==> src/rtl/sfx_pkg.sv <==
// rtl/sfx_pkg.sv - shared types, constants and helpers for the sound-effect scheduler
package sfx_pkg;

  localparam int NUM_SFX = 4;
  localparam int ROM_AW  = 5;
  localparam int IDX_W   = 5;
  localparam int ROM_DW  = 14;

  // Note ROM entry layout: {last, idx[4:0], dur[7:0]}
  localparam int LAST_BIT = 13;
  localparam int IDX_MSB  = 12;
  localparam int IDX_LSB  = 8;
  localparam int DUR_MSB  = 7;

  localparam logic [IDX_W-1:0] REST_IDX = 5'd31;

  typedef enum logic [1:0] {
    IDLE  = 2'd0,
    FETCH = 2'd1,
    PLAY  = 2'd2
  } state_t;

  // Each effect owns an 8-entry slice of the note ROM: 0, 8, 16, 24
  function automatic logic [ROM_AW-1:0] start_addr(input logic [1:0] s);
    return {s, 3'b000};
  endfunction

  // Highest set bit wins; caller guarantees v != 0
  function automatic logic [1:0] top_bit(input logic [NUM_SFX-1:0] v);
    logic [1:0] r;
    r = '0;
    for (int i = 0; i < NUM_SFX; i++) begin
      if (v[i]) r = 2'(i);
    end
    return r;
  endfunction

endpackage

==> src/rtl/sfx_note_rom.sv <==
// rtl/sfx_note_rom.sv - note ROM with registered (1-cycle latency) read port
module sfx_note_rom
  import sfx_pkg::*;
(
  input  logic              clk,
  input  logic              reset,
  input  logic [ROM_AW-1:0] addr,
  output logic [ROM_DW-1:0] q
);

  // Note table contents (the sfx_notes.mem image) as a constant lookup
  function automatic logic [ROM_DW-1:0] rom_word(input logic [ROM_AW-1:0] a);
    logic [ROM_DW-1:0] w;
    case (a)
      // flap
      5'd0:    w = {1'b0, 5'd4,  8'd2};
      5'd1:    w = {1'b1, 5'd7,  8'd1};
      // score: rest then a zero-duration note (plays one tick)
      5'd8:    w = {1'b0, 5'd31, 8'd3};
      5'd9:    w = {1'b1, 5'd9,  8'd0};
      // hit
      5'd16:   w = {1'b0, 5'd10, 8'd1};
      5'd17:   w = {1'b1, 5'd12, 8'd1};
      // game-over
      5'd24:   w = {1'b1, 5'd20, 8'd2};
      default: w = {1'b1, 5'd31, 8'd1};
    endcase
    return w;
  endfunction

  // Synchronous read; output clears on reset so tone_idx starts at 0
  always_ff @(posedge clk or posedge reset) begin
    if (reset) q <= '0;
    else       q <= rom_word(addr);
  end

endmodule

==> src/rtl/sfx_scheduler.sv <==
// rtl/sfx_scheduler.sv - sound-effect request latch, priority launch and note sequencer (optional SFX_PREEMPT_EN)
module sfx_scheduler
  import sfx_pkg::*;
#(
  parameter int SYS_FREQ = 100000000,
  parameter int TICK_HZ  = 100
)(
  input  logic               clk,
  input  logic               reset,
  input  logic [NUM_SFX-1:0] req,
  output logic [IDX_W-1:0]   tone_idx,
  output logic               tone_en,
  output logic               busy,
  output logic [1:0]         cur_sfx,
  output logic               sfx_done
);

  localparam logic [31:0] TICK_MAX = 32'(SYS_FREQ / TICK_HZ - 1);

  state_t              state, state_n;
  logic [ROM_AW-1:0]   addr, addr_n;
  logic [NUM_SFX-1:0]  pending, pending_n, clr;
  logic [1:0]          cur_n, sel;
  logic                sounding, sounding_n, done_n;
  logic [31:0]         tick_cnt, tick_n;
  logic [7:0]          elapsed, elapsed_n;
  logic [ROM_DW-1:0]   rom_q;
  logic [7:0]          note_dur;
  logic [IDX_W-1:0]    note_idx;
  logic                note_last;

  sfx_note_rom u_rom (
    .clk   (clk),
    .reset (reset),
    .addr  (addr),
    .q     (rom_q)
  );

  assign note_idx  = rom_q[IDX_MSB:IDX_LSB];
  assign note_last = rom_q[LAST_BIT];
  assign note_dur  = (rom_q[DUR_MSB:0] == 8'd0) ? 8'd1 : rom_q[DUR_MSB:0];

  // rom_q only changes when leaving FETCH, so the previous note holds through the gap
  assign tone_idx = note_idx;
  assign tone_en  = sounding && (note_idx != REST_IDX);
  assign busy     = (state != IDLE);
  assign sel      = top_bit(pending);

  // Next-state, note sequencing, request latch and launch/preempt decisions
  always_comb begin
    state_n    = state;
    addr_n     = addr;
    cur_n      = cur_sfx;
    clr        = '0;
    sounding_n = sounding;
    done_n     = 1'b0;
    tick_n     = tick_cnt;
    elapsed_n  = elapsed;

    case (state)
      IDLE: begin
        if (pending != '0) begin
          state_n = FETCH;
          addr_n  = start_addr(sel);
          cur_n   = sel;
          clr     = NUM_SFX'(1) << sel;
        end
      end
      FETCH: begin
        state_n    = PLAY;
        sounding_n = 1'b1;
        tick_n     = '0;
        elapsed_n  = '0;
      end
      PLAY: begin
        if (tick_cnt == TICK_MAX) begin
          tick_n = '0;
          if ({1'b0, elapsed} + 9'd1 >= {1'b0, note_dur}) begin
            if (note_last) begin
              state_n    = IDLE;
              done_n     = 1'b1;
              sounding_n = 1'b0;
            end else begin
              state_n = FETCH;
              addr_n  = addr + 1'b1;
            end
          end else begin
            elapsed_n = elapsed + 8'd1;
          end
        end else begin
          tick_n = tick_cnt + 32'd1;
        end
      end
      default: state_n = IDLE;
    endcase

`ifdef SFX_PREEMPT_EN
    // A strictly higher pending effect drops the current one without sfx_done
    if (state != IDLE && pending != '0 && sel > cur_sfx) begin
      state_n    = FETCH;
      addr_n     = start_addr(sel);
      cur_n      = sel;
      clr        = NUM_SFX'(1) << sel;
      sounding_n = 1'b0;
      done_n     = 1'b0;
    end
`endif

    // A request coinciding with its own launch survives the clear and replays
    pending_n = (pending & ~clr) | req;
  end

  // State and datapath registers
  always_ff @(posedge clk or posedge reset) begin
    if (reset) begin
      state    <= IDLE;
      addr     <= '0;
      pending  <= '0;
      cur_sfx  <= '0;
      sounding <= 1'b0;
      sfx_done <= 1'b0;
      tick_cnt <= '0;
      elapsed  <= '0;
    end else begin
      state    <= state_n;
      addr     <= addr_n;
      pending  <= pending_n;
      cur_sfx  <= cur_n;
      sounding <= sounding_n;
      sfx_done <= done_n;
      tick_cnt <= tick_n;
      elapsed  <= elapsed_n;
    end
  end

endmodule
==> config.mk <==
export PLATFORM = sky130hd
export DESIGN_NAME = sfx_scheduler
export DESIGN_NICKNAME = d
export VERILOG_FILES = /design/src/rtl/sfx_pkg.sv /design/src/rtl/sfx_note_rom.sv /design/src/rtl/sfx_scheduler.sv
export SDC_FILE = /design/constraint.sdc
export NUM_CORES = 1
export LEC_CHECK = 0
export CORE_AREA = 2 2 78 80
export DETAILED_ROUTE_END_ITERATION = 10
export DIE_AREA = 0 0 80 82
export GPL_TIMING_DRIVEN = 0
export HOLD_SLACK_MARGIN = 0.1
export PLACE_DENSITY = 0.89
export SLEW_MARGIN = 20
export SYNTH_ARGS = -nofsm -noshare
export SYNTH_HDL_FRONTEND = slang
export SYNTH_SLANG_ARGS = --single-unit
==> constraint.sdc <==
create_clock -name clk -period 6.6 [get_ports clk]
set_input_delay 0.99 -clock clk [delete_from_list [all_inputs] [get_ports clk]]
set_output_delay 0.99 -clock clk [all_outputs]
set_load 0.005 [all_outputs]
==> flow_summary.toml <==
[logic_synthesis]
yosys_warnings = 0
synthCells = 349
synth-seq-cells = 63
async_reset_ff_share_pct = 100
netlist_area_um2 = 3310
synth_edf_count = 0
synth.distinct_cells = 46
syn_area_per_cell_um2 = 9.48
synth-main-ff-cell = "dfrtp_1"
synth_nets = 367
yosysSeqAreaShare_pct = 47.7

[sta]
skew_ns = 0.00864
rsz0062_at_grt = "false"
setup-violations-final = 0
finalSetupTns_ns = 0
report.final.hold_viol_count = 0
fin_crit_ns = 2.88
period_share_pct = 43.7
clock.fmax_mhz = 347
layout_setup_ws_ns = 3.72
slew_viol_final = 0
tightestPinTransition_ns = 0.658
slew_headroom_pct = 55.8

[place]
port_buffers = 15
dpl_worst_slack_ns = 3.77
place_hpwl_um = 4570
routabilityCongestion = 0.855
placed_cells = 440

[layout]
final_common_cell = "dfrtp_1"
antennaDiodeCount = 0
layout_common_cells = "63 x dfrtp_1, 50 x nor2_1, 31 x nand2_1"
layout.nets = 394
fin_util_pct = 66.1
n_fill_cell = 445
multi_input_area_um2 = 1630
syn_to_final_growth_pct = 14.8
seqCellArea_um2 = 1580
fin_cells = 456
layout-drive-gt1-share_pct = 9.97

[min_path]
hold_depth = 2
hp-class = "reg -> reg"

[routing]
viasPerCell = 5.77
ant_nets = 0
wire_per_inst_um = 14.7
dr.pass1.iters = 4
drcViolationCount = 0
routed_wl_um = 6720
drtIter0Drc = 160
vias = 2632

[clock_network]
cts_buffers = 9
cts_tree = "yes"
cts_root_buffer = "clkbuf_8"
ctsResizeCount = 0
clk_latency_ns = 0.35
clkSlewWorstSetupHoldPaths_ns = 0.07
cts_max_level = 3
cts_setup_buffers = 0
cts_max_path_buffers = 2
clock-sinks = 63
cts-hold-fix-buffers = 0

[global_route]
busiest_layer = "met2"
antenna_found_initial = 0
gr-total-overflow = 0
gr-usage-met3_pct = 3.19
grt_max_degree = 44
grt_use_met1_pct = 27.9
grtUsageTotal_pct = 22.0
grt_pass1_wl_um = 11000
grt.met2_usage_pct = 36.0
grt_pass1_vias = 2472

[worst_setup_path]
startpoint_type = "flip-flop"
critPathArrivalTime_ns = 3.11
r2r.worst_path.cells = 8
worstPathRequired_ns = 6.83
worstSetupPathType = "reg -> reg"
crit_fanout = 10
critical_path.endpoint_type = "flip-flop"

[run]
maxCapViolCount = 0

[die]
die_area_um2 = 6560
boundaryPins = 16
initial_utilization_pct = 57.6
fp-row-count = 28
die_w_um = 80
dieHeight_um = 82
design.core.area_um2 = 5750

[run_status]
status = "finished, final reports clean"

[pwr]
power.total_uw = 768
powerDensity_nw_per_um2 = 202
peakVddDrop_mv = 0.147
p_leak_uw = 0.00173
flip-flops by register name (all words and copies together) (netlist names):
name,cells
tick_cnt,32
u_rom.q,8
addr,5
cur_sfx,2
elapsed,8
sounding,1
sfx_done,1
state,2
pending,4
final timing paths:
kind | from | to | slack, ns
hold / removal | cur_sfx[0] | cur_sfx[0] | 0.48
setup reg to reg | elapsed[0] | state[1] | 3.72
max in group asynchronous | reset | tick_cnt[27] | 5.17
setup / recovery | elapsed[0] | state[1] | 3.72
hold reg to reg | cur_sfx[0] | cur_sfx[0] | 0.48
min in group asynchronous | reset | tick_cnt[5] | 0.94
worst max-delay path, cell delays in order (launching register included):
cell and delay (ns):
dfrtp_1 0.46, ha_1 0.37, ha_1 0.30, a2111oi_0 0.35, o21ai_0 0.24, o21ai_0 0.32
buf_2 0.27, a21oi_1 0.15, mux2_2 0.31
metal layers:
layer	wire length, um	vias to the layer above	part of all wire [%]
li1	-	1269	-
met1	2990	1275	44
met2	3320	70	49
met3	232	18	3.5
met4	176	0	2.6
met5	0	-	0
synthesized netlist by cell type (2+ instances only):
cell type  instances  area share [%]
dfrtp_1           63              48
nor2_1            50             5.7
nand2_1           31             3.5
xor2_1            23             6.1
nand3_1           19             2.9
o21ai_0           16             2.4
ha_1              12             4.5
inv_1             11             1.2
and3_1            10             1.9
nand4_1           10             1.9
nor3_1             8             1.2
nor4_1             8             1.5
a21o_1             7             1.6
a21oi_1            6            0.91
and2_1             6             1.1
nor2b_1            6             1.1
buf_4              5             1.1
clkbuf_1           5            0.57
o2bb2ai_1          5             1.3
mux2i_1            4             1.2
nand2b_1           4            0.76
xnor2_1            4             1.1
buf_2              3            0.45
or3_1              3            0.57
or4_1              3            0.68
a2111oi_0          2            0.53
mux2_2             2            0.68
nor4b_1            2            0.53
or2_2              2            0.38
or4_4              2            0.68
or4b_1             2            0.61
per-stage QoR:
step / cell area [um^2] / hold slack, ns
after floorplan: 3310 / 0.460
after global placement: 3550 / 0.463
after detailed placement: 3570 / 0.466
after CTS: 3780 / 0.480
after global routing: 3800 / 0.496
final: 3800 / 0.480
power breakdown:
part	leakage, uW	internal (uW)	switching (uW)
Clock	0.000109	204	147
Combinational	0.000831	11.8	14.1
Sequential	0.000794	389	1.43
Total	0.00173	605	163
logic make-up after synthesis:
family | synth area share (%)
compound gates | 8.81
xor+xnor | 7.15
fa+ha+maj | 4.54
buf+inv | 3.52
flops | 47.7
mux | 1.89
simple gates | 26.4
area by class of cell:
class,instances,share of cell area [%]
Clock buffer,13,4.45
Inverter,12,1.25
Timing Repair Buffer,16,4.48
Clock inverter,3,1.05
Multi-Input combinational cell,261,42.9
Buffer,13,1.88
Sequential cell,63,41.5
Tap cell,75,2.47
Power figures use the tool's default switching activity.
